--- config.mk ---
export PLATFORM = sky130hd
export DESIGN_NAME = rr_uart_reporter
export DESIGN_NICKNAME = d
export VERILOG_FILES = /design/src/rtl/rr_report_pkg.sv /design/src/rtl/rr_event_fifo.sv /design/src/rtl/rr_uart_reporter.sv
export SDC_FILE = /design/constraint.sdc
export NUM_CORES = 1
export LEC_CHECK = 0
export BUFFER_PORTS_ARGS = -buffer_cell sky130_fd_sc_hd__buf_4
export CORE_ASPECT_RATIO = 1.5
export CORE_UTILIZATION = 50
export DETAILED_ROUTE_END_ITERATION = 7
export PLACE_DENSITY = 0.67
export SYNTH_ARGS = -nofsm -noshare
export SYNTH_HDL_FRONTEND = slang
export SYNTH_HIERARCHICAL = 1
export SYNTH_SLANG_ARGS = --single-unit
--- constraint.sdc ---
create_clock -name i_clk -period 13.5 [get_ports i_clk]
set_clock_uncertainty 0.2 [all_clocks]
set_input_delay 0.675 -clock i_clk [delete_from_list [all_inputs] [get_ports i_clk]]
set_output_delay 0.675 -clock i_clk [all_outputs]
set_load 0.01 [all_outputs]
--- src/rtl/rr_report_pkg.sv ---
// rr_report_pkg: shared constants, types and checksum helper for the RR UART reporter.
package rr_report_pkg;
    localparam logic [7:0] SYNC_BYTE = 8'hA5;
    localparam int FRAME_BYTES = 8;
    typedef enum logic [2:0] {IDLE, LOAD, START, DATA, STOP} rr_state_e;
    typedef struct packed {
        logic [23:0] loc;
        logic [23:0] rr;
    } rr_event_t;
    function automatic logic [7:0] rr_checksum(input rr_event_t e);
        return e.rr[23:16] ^ e.rr[15:8] ^ e.rr[7:0] ^ e.loc[23:16] ^ e.loc[15:8] ^ e.loc[7:0];
    endfunction
endpackage

--- src/rtl/rr_event_fifo.sv ---
// rr_event_fifo: synchronous event FIFO; a push into a full FIFO succeeds when a pop happens in the same cycle.
module rr_event_fifo
    import rr_report_pkg::*;
#(
    parameter int DEPTH = 4
) (
    input  logic      i_clk,
    input  logic      i_nrst,
    input  logic      i_push,
    input  logic      i_pop,
    input  rr_event_t i_data,
    output rr_event_t o_data,
    output logic      o_full,
    output logic      o_empty
);
    localparam int AW = $clog2(DEPTH);
    rr_event_t mem [DEPTH];
    logic [AW-1:0] wr_ptr, rd_ptr;
    logic [AW:0] count;
    logic do_push, do_pop;
    assign o_full  = count == DEPTH[AW:0];
    assign o_empty = count == '0;
    assign do_pop  = i_pop && !o_empty;
    assign do_push = i_push && (!o_full || do_pop);
    assign o_data  = mem[rd_ptr];
    always_ff @(posedge i_clk) begin
        if (do_push) mem[wr_ptr] <= i_data;
    end
    always_ff @(posedge i_clk or negedge i_nrst) begin
        if (!i_nrst) begin
            wr_ptr <= '0;
            rd_ptr <= '0;
            count  <= '0;
        end else begin
            wr_ptr <= wr_ptr + AW'(do_push);
            rd_ptr <= rd_ptr + AW'(do_pop);
            count  <= count + (AW+1)'(do_push) - (AW+1)'(do_pop);
        end
    end
endmodule

--- src/rtl/rr_uart_reporter.sv ---
// rr_uart_reporter: buffers RR events and sends each as an 8-byte 8N1 UART frame
// (A5, rr[23:0], loc[23:0], XOR checksum), MSB byte first.
module rr_uart_reporter
    import rr_report_pkg::*;
#(
    parameter int CTR_WIDTH  = 22,
    parameter int CLK_DIV    = 868,
    parameter int FIFO_DEPTH = 4
) (
    input  logic                 i_clk,
    input  logic                 i_nrst,
    input  logic                 i_ce,
    input  logic [CTR_WIDTH-1:0] i_rr_period,
    input  logic                 i_rr_period_updated,
    input  logic [CTR_WIDTH-1:0] i_r_peak_location,
    output logic                 o_tx,
    output logic                 o_busy,
    output logic                 o_fifo_overflow,
    output logic [15:0]          o_frame_count
);
    if (CTR_WIDTH > 24 || CTR_WIDTH < 1) begin : g_bad_width
        $error("CTR_WIDTH must be in 1..24");
    end
    if (CLK_DIV < 2) begin : g_bad_div
        $error("CLK_DIV must be >= 2");
    end
    if (FIFO_DEPTH < 2 || (FIFO_DEPTH & (FIFO_DEPTH - 1)) != 0) begin : g_bad_depth
        $error("FIFO_DEPTH must be a power of two >= 2");
    end

    localparam int BW = $clog2(CLK_DIV);

    rr_state_e state;
    rr_event_t fifo_out, frame_q;
    logic [7:0] csum_q, shreg;
    logic [BW-1:0] baud;
    logic [2:0] bit_idx, byte_idx, nxt_idx;
    logic [63:0] word;
    logic full, empty, pop, bit_end;

    assign pop     = i_ce && state == IDLE && !empty;
    assign o_busy  = state != IDLE || !empty;
    assign bit_end = baud == BW'(CLK_DIV - 1);
    assign nxt_idx = byte_idx + 3'd1;
    assign word    = {SYNC_BYTE, frame_q.rr, frame_q.loc, csum_q};

    rr_event_fifo #(.DEPTH(FIFO_DEPTH)) u_fifo (
        .i_clk  (i_clk),
        .i_nrst (i_nrst),
        .i_push (i_rr_period_updated),
        .i_pop  (pop),
        .i_data ('{loc: 24'(i_r_peak_location), rr: 24'(i_rr_period)}),
        .o_data (fifo_out),
        .o_full (full),
        .o_empty(empty)
    );

    always_ff @(posedge i_clk or negedge i_nrst) begin
        if (!i_nrst) begin
            state           <= IDLE;
            o_tx            <= 1'b1;
            o_fifo_overflow <= 1'b0;
            o_frame_count   <= '0;
            frame_q         <= '0;
            csum_q          <= '0;
            shreg           <= '0;
            baud            <= '0;
            bit_idx         <= '0;
            byte_idx        <= '0;
        end else begin
            if (i_rr_period_updated && full && !pop) o_fifo_overflow <= 1'b1;
            if (i_ce) begin
                case (state)
                    IDLE: if (!empty) begin
                        frame_q <= fifo_out;
                        csum_q  <= rr_checksum(fifo_out);
                        state   <= LOAD;
                    end
                    LOAD: begin
                        byte_idx <= '0;
                        shreg    <= SYNC_BYTE;
                        o_tx     <= 1'b0;
                        state    <= START;
                    end
                    START: if (bit_end) begin
                        baud    <= '0;
                        bit_idx <= '0;
                        o_tx    <= shreg[0];
                        state   <= DATA;
                    end else baud <= baud + BW'(1);
                    DATA: if (bit_end) begin
                        baud    <= '0;
                        shreg   <= shreg >> 1;
                        bit_idx <= bit_idx + 3'd1;
                        o_tx    <= bit_idx == 3'd7 ? 1'b1 : shreg[1];
                        state   <= bit_idx == 3'd7 ? STOP : DATA;
                    end else baud <= baud + BW'(1);
                    STOP: if (bit_end) begin
                        baud <= '0;
                        if (byte_idx == 3'(FRAME_BYTES - 1)) begin
                            o_frame_count <= o_frame_count + 16'd1;
                            state         <= IDLE;
                        end else begin
                            // next byte starts immediately: no idle gap between bytes of a frame
                            byte_idx <= nxt_idx;
                            shreg    <= word[{~nxt_idx, 3'b000} +: 8];
                            o_tx     <= 1'b0;
                            state    <= START;
                        end
                    end else baud <= baud + BW'(1);
                    default: state <= IDLE;
                endcase
            end
        end
    end
endmodule

==> reports/qor.csv, run 1 <==
stage;metric;value;unit
critical_path;cpLargestDelayFamily;simple AND/OR/NAND/NOR gates;
yosys;synth_area_leaders;edfxtp_1, dfrtp_1, mux4_2;
status;outcome;completed;
placement;io_buffers;66;
critical_path;critical_path.max_fanout;66;
layout;nNetsFinal;873;
yosys;ys_seq_area_share;67.9;%
global_route;overflow;0;
layout;n_antenna_cell;0;
critical_path;path_class;flop to flop;
placement;place.gp.congestion;0.817;
critical_path;r2r_end;u_fifo/mem[3][17];
detailed_routing;drt-pass1-iter-count;4;
critical_path;ff2ff_path_depth;7;
yosys;syn-cell-area;12500;um2
cts;cts_made_buffers;29;
sta;worst_pin_slew;0.992;ns
cts;cts_setup_buffers;0;
worst_hold_path;hold_class;primary input to flop;
critical_path;r2r_slack;9.78;ns
layout;area_growth_syn_to_layout;14.4;%
yosys;synthArstFlopShare;36.0;%
sta;fmax;0.268;GHz
cts;clock_tree.root_cell;clkbuf_16;
global_route;antenna_found_initial;0;
yosys;synth.largest_area_cell;edfxtp_1;
detailed_routing;vias;6417;
yosys;synthFlopType;edfxtp_1;
critical_path;critPathMaxStageDelay;0.72;ns
critical_path;path_cells;nor3_1, nand3b_1, buf_4, inv_1, nor4b_2, nor3b_2, buf_4;
cts;cts_sinks;300;
detailed_routing;drt_wl_total;23.1;mm
power;ir_worst_vdd;0.000127;V
global_route;grt_max_degree;67;
sta;slew_violations;0;
floorplanning;dieArea;25600;um2
layout;layout-drive-gt1-share;30.0;%
cts;cts_tree;done;
detailed_routing;antenna_left;0;
critical_path;crit_arrival;3.71;ns
yosys;syn_inst;727;
global_route;first_global_vias;6957;
critical_path;r2r_start;u_fifo/count[1];
critical_path;end_kind;flop;
sta;setup_viol;0;
floorplanning;fp.dieW;131;um
floorplanning;initial_utilization;51.1;%
sta;max-slew-margin-rel;33.6;%
power;pwr_density_cell;155;nW/um2
critical_path;worst_path_max_delay_cell;nor4b_2;
yosys;synth.distinct_cells;65;
yosys;synth_edf_count;192;
floorplanning;io_pins;67;
cts;ctsResizeCount;0;
sta;fin_crit_sh;27.6;%
global_route;grt_first_pass_wirelength;36.9;mm
worst_hold_path;whs_endpoint;u_fifo/mem[3][27];
global_route;grt.total_usage;19.0;%
cts;cts_hold_buffers;1;
critical_path;path_common_cell;buf_4;
yosys;synth_top_area_share;46.2;%
floorplanning;design.core.area;24400;um2
worst_hold_path;holdPathStages;1;
layout;nFillCells;1795;
critical_path;required;13.49;ns
yosys;synth_warnings;6;
cts;htreeDepth;1;
layout;regArea;8470;um2
placement;dp_hpwl;14.7;mm
sta;min_period;3.72;ns
cts;cts_buffer_depth;3;
layout;multi_input_area;3870;um2
power;leakagePower;5.50;nW
detailed_routing;drc;0;
power;fin_total_pwr;0.00221;W
yosys;avgSynthCellArea;17.2;um2
flow_run;cap_violations;0;
cts;path_clk_slew;0.07;ns
sta;hold_violations;0;
critical_path;start_kind;flop;
detailed_routing;vias_per_cell;5.52;
critical_path;crit_buf_inv;3;
yosys;ys_ff_latch;300;
detailed_routing;first_iter_violations;362;
floorplanning;die_y;196;um
detailed_routing;wl_per_cell;19.9;um
sta;rsz0062_at_grt;no;
floorplanning;num_rows;70;
sta;tns;0;ns
worst_hold_path;hold_start;i_r_peak_location[3];
cts;insertion_delay;0.54;ns
[cell type report]
cell class	instances	area share, %
Clock buffer	47	6.05
Clock inverter	7	0.351
Inverter	11	0.289
Multi-Input combinational cell	397	27.1
Sequential cell	300	59.4
Tap cell	324	2.84
Timing Repair Buffer	76	4.01
[synthesized netlist by cell type, drive strengths merged (2+ instances only)]
cell,number
a21o,2
inv,11
xnor2,48
nor4,5
xor2,16
nor2b,7
nand3,7
nor3,11
dfrtp,107
nor2,12
and3,4
a211oi,4
o311ai,2
or3,2
nor4b,2
clkbuf,12
mux2,54
o31ai,4
nor3b,4
buf,22
edfxtp,192
a21oi,6
mux2i,5
nand2,48
o21ai,29
o211ai,4
mux4,56
ha,9
a22oi,8
nand2b,2
nand4,10
[cells by family after synthesis]
logic type               synth area share (%)
other                                  0.0300
XOR/XNOR                                 4.49
adder cells (fa/ha/maj)                  1.06
buffers and inverters                    1.85
AO/OA/AOI/OAI                            3.70
flip-flops                               67.9
multiplexers                             15.4
AND/OR/NAND/NOR                          5.63
[registers in the layout, summed over array words and instances, names as in the netlist, 8 cells and up]
register and count:
u_fifo/mem 192, frame_q 48, o_frame_count 16, baud 10
csum_q 8, shreg 8
[report_power, final]
part	switching, W	internal, W	total, W	leakage [nW]
clock	0.000331	0.000439	0.000770	0.442
combinational	0.000159	0.000108	0.000267	1.86
sequential	0.0000461	0.00113	0.00117	3.20
total	0.000536	0.00167	0.00221	5.50
[worst max path at each step]
| stage | start | endpoint | slack [ns] | cells past startpoint |
|---|---|---|---|---|
| after floorplan | i_ce | u_fifo/mem[0][0] | 6.19 | 7 |
| after global placement | u_fifo/count[1] | u_fifo/mem[3][44] | 9.95 | 7 |
| after detailed placement | u_fifo/count[1] | u_fifo/mem[3][2] | 9.75 | 7 |
| after CTS | u_fifo/count[1] | u_fifo/mem[3][32] | 9.72 | 7 |
| after global routing | u_fifo/count[1] | u_fifo/mem[3][1] | 9.43 | 7 |
| final | u_fifo/count[1] | u_fifo/mem[3][17] | 9.78 | 7 |
[metrics by stage]
step | cells | util, % | hold slack (ns) | cell area, um2 | setup WS, ns
after floorplan | 742 | - | 0.179 | 12500 | 6.19
after global placement | 1107 | 54.6 | 0.260 | 13400 | 9.95
after detailed placement | 1107 | 54.6 | 0.265 | 13400 | 9.75
after CTS | 1162 | 58.4 | 0.106 | 14300 | 9.72
after global routing | 1162 | 58.4 | 0.110 | 14300 | 9.43
final | 1162 | 58.4 | 0.128 | 14300 | 9.78
[cell usage in the layout (no fill, tap or decap), drive strengths merged, types with 3 or more instances in the layout]
master	instances
nor2b	7
mux2	54
xnor2	48
nor3b	4
dfrtp	107
inv	13
ha	9
nand4	10
o31ai	4
nand3	7
a22oi	8
and3	4
a21oi	6
mux2i	5
o21ai	29
mux4	56
a211oi	4
o211ai	4
nor2	12
xor2	16
edfxtp	192
conb	16
nand2	48
clkinv	3
clkbuf	47
nor3	11
buf	75
nor4	5
[routing by layer]
metal / up-vias / global-route usage, % / wire length [um]
met3: 39 / 2.36 / 605
met2: 100 / 35.9 / 13100
met4: 0 / 6.09 / 601
li1: 2955 / - / -
met1: 3323 / 21.7 / 8830
met5: - / 0 / 0
Note: power is estimated with default switching activity, not from simulation.
==> run 2, diff against run 1 <==
==> constraint.sdc (replaced) <==
create_clock -name i_clk -period 3.7 [get_ports i_clk]
set_clock_uncertainty 0.2 [all_clocks]
set_input_delay 0.185 -clock i_clk [delete_from_list [all_inputs] [get_ports i_clk]]
set_output_delay 0.185 -clock i_clk [all_outputs]
set_load 0.01 [all_outputs]
==> run 2 against run 1 <==
Critical path depth fell by 1. First-iteration DRC count shrank 9.9%. Count of clock-buffer cells in the layout fell by 11. Largest cell class unchanged. Flip-flop and latch count stayed put. Via count rose by 4.1%. Utilization grew 2.3 points.
==> reports/qor.csv, run 2 (synthesized netlist as in run 1, its figures left out) <==
stage;metric;value;unit;change
layout;layout-drive-gt1-share;28.9;%;-1.1 points
cts;cts_buffer_depth;3;;unchanged
placement;placed_cell_area;13500;um2;+0.77%
sta;setup_viol;0;;unchanged
sta;setup_slack;0.864;ns;-8.91 ns
sta;min_period;2.84;ns;-0.888 ns
global_route;grt_max_degree;66;;-1.5%
layout;largest_reg_flops;192;;unchanged
global_route;grt.total_usage;19.8;%;+0.77 points
floorplanning;fp.dieW;131;um;unchanged
placement;io_buffers;66;;unchanged
detailed_routing;wl_met2;13.6;mm;+4.1%
sta;fmax;0.353;GHz;+31%
detailed_routing;drc;0;;unchanged
layout;n_antenna_cell;0;;unchanged
layout;layout_commonest_cell;edfxtp_1;;
detailed_routing;vias;6682;;+4.1%
layout;final_area;14800;um2;+3.9%
global_route;grt_first_pass_wirelength;38.3;mm;+3.6%
layout;final_cell_mix;edfxtp_1, dfrtp_1, buf_4, mux4_2, mux2_2;;
critical_path;start_kind;flop;;
placement;dp_hpwl;15.3;mm;+4.1%
critical_path;required;3.95;ns;-9.54 ns
power;pwr_density_cell;549;nW/um2;+250%
detailed_routing;met3_wirelength;839;um;+39%
cts;ctsResizeCount;0;;unchanged
sta;rsz0062_at_grt;no;;
placement;place.gp.congestion;0.808;;-1.1%
critical_path;worst_path_max_delay_cell;nor3_4;;
detailed_routing;top_layer_used;met5;;
critical_path;crit_arrival;3.09;ns;-0.62 ns
floorplanning;initial_utilization;51.1;%;unchanged
layout;nNetsFinal;922;;+5.6%
detailed_routing;first_iter_violations;326;;-9.9%
sta;tns;0;ns;unchanged
sta;hold_violations;0;;unchanged
cts;htreeDepth;1;;unchanged
cts;cts_tree;done;;
sta;max-slew-margin-rel;48.6;%;+15 points
placement;pre_cts_slack;0.897;ns;-8.86 ns
detailed_routing;wl_per_cell;19.8;um;-0.34%
power;leakagePower;5.73;nW;+4.2%
floorplanning;io_pins;67;;unchanged
critical_path;path_class;flop to flop;;
cts;insertion_delay;0.54;ns;about the same
sta;slew_violations;0;;unchanged
power;fin_total_pwr;0.00815;W;+270%
critical_path;end_kind;flop;;
status;outcome;completed;;
cts;cts_sinks;300;;unchanged
detailed_routing;antenna_left;0;;unchanged
layout;stdcell_count;1210;;+4.1%
floorplanning;design.core.area;24400;um2;unchanged
placement;dp.cells;1111;;+0.36%
layout;max_flop_register;u_fifo/mem;;
global_route;overflow;0;;unchanged
detailed_routing;vias_per_cell;5.52;;about the same
cts;path_clk_slew;0.06;ns;about the same
global_route;first_global_vias;7170;;+3.1%
critical_path;critical_path.max_fanout;13;;-80%
sta;fin_crit_sh;76.7;%;+49 points
detailed_routing;drt-pass1-iter-count;4;;unchanged
cts;cts_made_buffers;28;;-3.4%
worst_hold_path;hold_class;primary input to asynchronous set/reset pin;;
floorplanning;die_y;196;um;unchanged
layout;largest_registers;u_fifo/mem x192, frame_q x48, o_frame_count x16;;
power;ir_worst_vdd;0.000460;V;+260%
floorplanning;num_rows;70;;unchanged
flow_run;cap_violations;0;;unchanged
cts;clock_tree.root_cell;clkbuf_16;;
floorplanning;dieArea;25600;um2;unchanged
critical_path;path_cells;ha_1, nand4b_1, nor3_4, nand4_2, nor4_1, xor2_1;;
critical_path;critPathMaxStageDelay;0.51;ns;-0.21 ns
global_route;antenna_found_initial;1;;+1
detailed_routing;drt_wl_total;24.0;mm;+3.8%
sta;worst_pin_slew;0.771;ns;-0.221 ns
detailed_routing;drt-met1-wl;9.02;mm;+2.1%
layout;area_growth_syn_to_layout;18.8;%;
==> run 2: changes by cell type in the layout (fill, tap and decap cells not counted), moves of 3 or more <==
| cell | before | now |
|---|---|---|
| buf_12 | 0 | 3 |
| clkbuf_1 | 12 | 5 |
| clkinv_1 | 0 | 6 |
| dlygate4sd3_1 | 1 | 47 |
==> run 2: through the flow <==
| step | hold slack, ns | util, % |
|---|---|---|
| after CTS | 0.0575 | 60.7 |
| after global placement | 0.0692 | 55.1 |
| final | 0.0423 | 60.7 |
| after detailed placement | 0.0813 | 55.1 |
| after global routing | 0.109 | 60.7 |
| after floorplan | -0.311 | - |
==> run 2: worst max-delay path, delay by kind of cell (launching register included) <==
| kind | cells | cell delay [ns] |
|---|---|---|
| XOR/XNOR | 1 | 0.19 |
| adder cells (fa/ha/maj) | 1 | 0.26 |
| flip-flops | 1 | 0.41 |
| AND/OR/NAND/NOR | 4 | 1.69 |
==> run 2: final timing paths <==
kind,startpoint,endpoint,slack [ns],cells after the start
min in group i_clk,i_rr_period[1],u_fifo/mem[0][1],0.19,2
worst min register to register,o_frame_count[15],o_frame_count[15],0.27,1
worst max-delay path,baud[0],o_frame_count[13],0.86,6
worst min-delay path,i_nrst,baud[7],0.04,2
worst max register to register,baud[0],o_frame_count[13],0.86,6
max in group asynchronous,i_nrst,frame_q[12],2.37,3
==> run 2: metal layers <==
metal	GRT usage, %	vias to the layer above
met5	0	-
met4	5.36	2
met3	2.79	34
met2	37.5	110
met1	22.7	3478
li1	-	3058
==> run 2: repair_timing <==
item,CTS,global route
setup buffers,0,0
hold endpoints to repair,244,0
endpoints found under the setup margin,0,0
hold buffers,47,0
==> run 2: power by group <==
group	switching [W]	internal (W)
Combinational	0.000599	0.000456
Sequential	0.000181	0.00410
Clock	0.00119	0.00161
Total	0.00197	0.00617
==> run 2: area by class of cell <==
type,instances,area (um2)
Inverter,11,41.3
Multi-Input combinational cell,397,3900
Timing Repair Buffer,126,1100
Clock buffer,36,772
Fill cell,1759,9600
Tap cell,324,405
Sequential cell,300,8470
Clock inverter,16,135
==> run 3, diff against run 2 <==
--- a/config.mk
+++ b/config.mk
@@ -9,7 +9,7 @@
 export CORE_ASPECT_RATIO = 1.5
 export CORE_UTILIZATION = 50
 export DETAILED_ROUTE_END_ITERATION = 7
-export PLACE_DENSITY = 0.67
+export PLACE_DENSITY = 0.7
 export SYNTH_ARGS = -nofsm -noshare
 export SYNTH_HDL_FRONTEND = slang
 export SYNTH_HIERARCHICAL = 1
==> constraint.sdc (replaced) <==
create_clock -name i_clk -period 2.45 [get_ports i_clk]
set_clock_uncertainty 0.2 [all_clocks]
set_input_delay 0.1225 -clock i_clk [delete_from_list [all_inputs] [get_ports i_clk]]
set_output_delay 0.1225 -clock i_clk [all_outputs]
set_load 0.01 [all_outputs]
==> run 3 against run 2 <==
Critical endpoint is now u_fifo/count[2]. Highest routed layer is now met4. The run now ends with negative setup slack left. Cell count grew 3.0%. Utilization rose by 1.9 points. Via count rose by 2.8%. Die area unchanged.
==> reports/qor.csv, run 3 (synthesized netlist as in run 1, its figures left out) <==
stage;metric;value;unit;change
status;outcome;finished with violations;;
status;violations;negative setup slack;;
power;combPwrFrac;15.5;%;+2.6 points
detailed_routing;wl_per_cell;20.4;um;+2.7%
power;p_int;0.00939;W;+52%
layout;final_util;62.6;%;+1.9 points
detailed_routing;vias_per_cell;5.51;;-0.17%
layout;regArea;8480;um2;about the same
cts;insertion_delay;0.56;ns;+0.02 ns
sta;setup_viol;1;;+1
cts;path_clk_slew;0.06;ns;about the same
detailed_routing;antenna_left;0;;unchanged
critical_path;required;2.67;ns;-1.28 ns
placement;io_buffers;66;;unchanged
worst_hold_path;hold_class;primary input to flop;;
sta;hold_violations;0;;unchanged
layout;layout-drive-gt1-share;32.8;%;+3.9 points
power;power_frac_seq;51.7;%;-0.9 points
flow_run;cap_violations;0;;unchanged
power;leakagePower;5.93;nW;+3.5%
sta;rsz0062_at_grt;yes;;
sta;min_period;2.52;ns;-0.319 ns
power;pwr_density_cell;815;nW/um2;+48%
critical_path;crit_arrival;2.74;ns;-0.35 ns
sta;fin_crit_sh;103;%;+26 points
floorplanning;initial_utilization;51.1;%;unchanged
cts;htreeDepth;1;;unchanged
power;switchingPower;0.00307;W;+56%
global_route;overflow;0;;unchanged
sta;fmax;0.397;GHz;+13%
detailed_routing;vias;6869;;+2.8%
detailed_routing;drc;0;;unchanged
floorplanning;io_pins;67;;unchanged
critical_path;start_kind;flop;;
global_route;grt.total_usage;20.8;%;+1.0 points
sta;setup_slack;-0.0669;ns;-0.931 ns
layout;largest_reg_flops;192;;unchanged
layout;final_cell_mix;edfxtp_1, dfrtp_1, buf_4, mux4_2, mux2_2;;
floorplanning;dieArea;25600;um2;unchanged
floorplanning;die_y;196;um;unchanged
sta;max-slew-margin-rel;49.3;%;+0.72 points
placement;dp_hpwl;16.5;mm;+7.3%
sta;worst_pin_slew;0.760;ns;-0.0107 ns
placement;pre_cts_slack;-0.349;ns;-1.25 ns
detailed_routing;drt-pass1-iter-count;5;;+1
sta;slew_violations;0;;unchanged
layout;layout_commonest_cell;edfxtp_1;;
power;power_switching_share;24.7;%;+0.41 points
cts;cts_made_buffers;28;;unchanged
critical_path;critical_path.max_fanout;4;;-9
power;ir_worst_vdd;0.000799;V;+74%
floorplanning;design.core.area;24400;um2;unchanged
cts;cts_buffer_depth;3;;unchanged
cts;cts_tree;done;;
layout;nFillCells;1722;;-2.1%
detailed_routing;drt_wl_total;25.4;mm;+5.8%
cts;cts_sinks;300;;unchanged
critical_path;path_class;flop to flop;;
cts;clock_tree.root_cell;clkbuf_16;;
layout;area_growth_syn_to_layout;22.5;%;
critical_path;end_kind;flop;;
global_route;antenna_found_initial;0;;-1
floorplanning;fp.dieW;131;um;unchanged
layout;largest_registers;u_fifo/mem x192, frame_q x48, o_frame_count x16;;
layout;multi_input_area;4010;um2;+2.7%
global_route;grt_max_degree;66;;unchanged
detailed_routing;first_iter_violations;329;;+0.92%
layout;max_flop_register;u_fifo/mem;;
power;clkPwrFrac;32.8;%;-1.7 points
placement;place.gp.congestion;0.774;;-4.3%
sta;hold_ws;0.116;ns;+0.0735 ns
global_route;grt_first_pass_wirelength;40.1;mm;+4.8%
layout;nNetsFinal;959;;+4.0%
layout;n_antenna_cell;0;;unchanged
floorplanning;num_rows;70;;unchanged
global_route;first_global_vias;7522;;+4.9%
## run 3: routing by layer
layer  GRT usage (%)  wire length, um  up-vias
met2            39.4            14300      129
li1                -                -     3126
met1            22.7             9400     3572
met5               0                0        -
met4            7.83              871        0
met3            3.01              833       42
## run 3: path summary, 6_finish.rpt
check | cells past startpoint | from | end | slack [ns]
max | 10 | u_fifo/count[1] | u_fifo/count[2] | -0.07
min | 2 | i_r_peak_location[5] | u_fifo/mem[2][29] | 0.12
max reg2reg | 10 | u_fifo/count[1] | u_fifo/count[2] | -0.07
min reg2reg | 2 | o_tx | o_tx | 0.29
max in group asynchronous | 4 | i_nrst | o_tx | 1.21
min in group asynchronous | 4 | i_nrst | shreg[7] | 0.46
## run 3: repair_timing
| action | in CTS | in global routing |
|---|---|---|
| gates resized for setup | 6 | 9 |
| endpoints found under the setup margin | 98 | 52 |
| pin swaps | 12 | 15 |
| buffers inserted | 6 | 3 |
| gates cloned | 1 | 1 |
| hold buffers | 49 | 0 |
| endpoints found under the hold margin | 297 | 0 |
## run 3: power groups by stage
stage | Combinational, W | Clock, W | Sequential (W)
after floorplan | 0.00104 | 0 | 0.00652
after global placement | 0.00170 | 0 | 0.00649
after detailed placement | 0.00179 | 0 | 0.00655
after CTS | 0.00192 | 0.00418 | 0.00645
after global routing | 0.00208 | 0.00437 | 0.00650
final | 0.00193 | 0.00409 | 0.00644
## run 3: through the flow
stage	setup TNS, ns	power (W)	cell area, um2	cells
2_1_floorplan	-165.14	0.00757	12700	742
3_3_place_gp	-9.60	0.00819	13700	1135
3_5_place_dp	-17.50	0.00834	13700	1135
4_1_cts	-0.0734	0.0125	15200	1242
5_1_grt	-0.758	0.0130	15300	1246
6_report	-0.0669	0.0125	15300	1246
## run 3: cell type report
class	instances	share of cell area [%]
clock buffers	33	4.70
clock inverters	18	0.925
inverters	11	0.319
multi-input cells	398	26.2
flip-flops and latches	300	55.4
well taps	324	2.65
repair buffers	162	9.74
## run 3: worst max-delay path: stages (launching register included)
cell and delay [ns]:
dfrtp_1 0.41, nor3_4 0.19, nand3b_1 0.26, inv_8 0.05
buf_6 0.12, or2_4 0.22, o311a_1 0.12, ha_2 0.20
fa_2 0.36, xnor2_2 0.15, xnor2_1 0.12
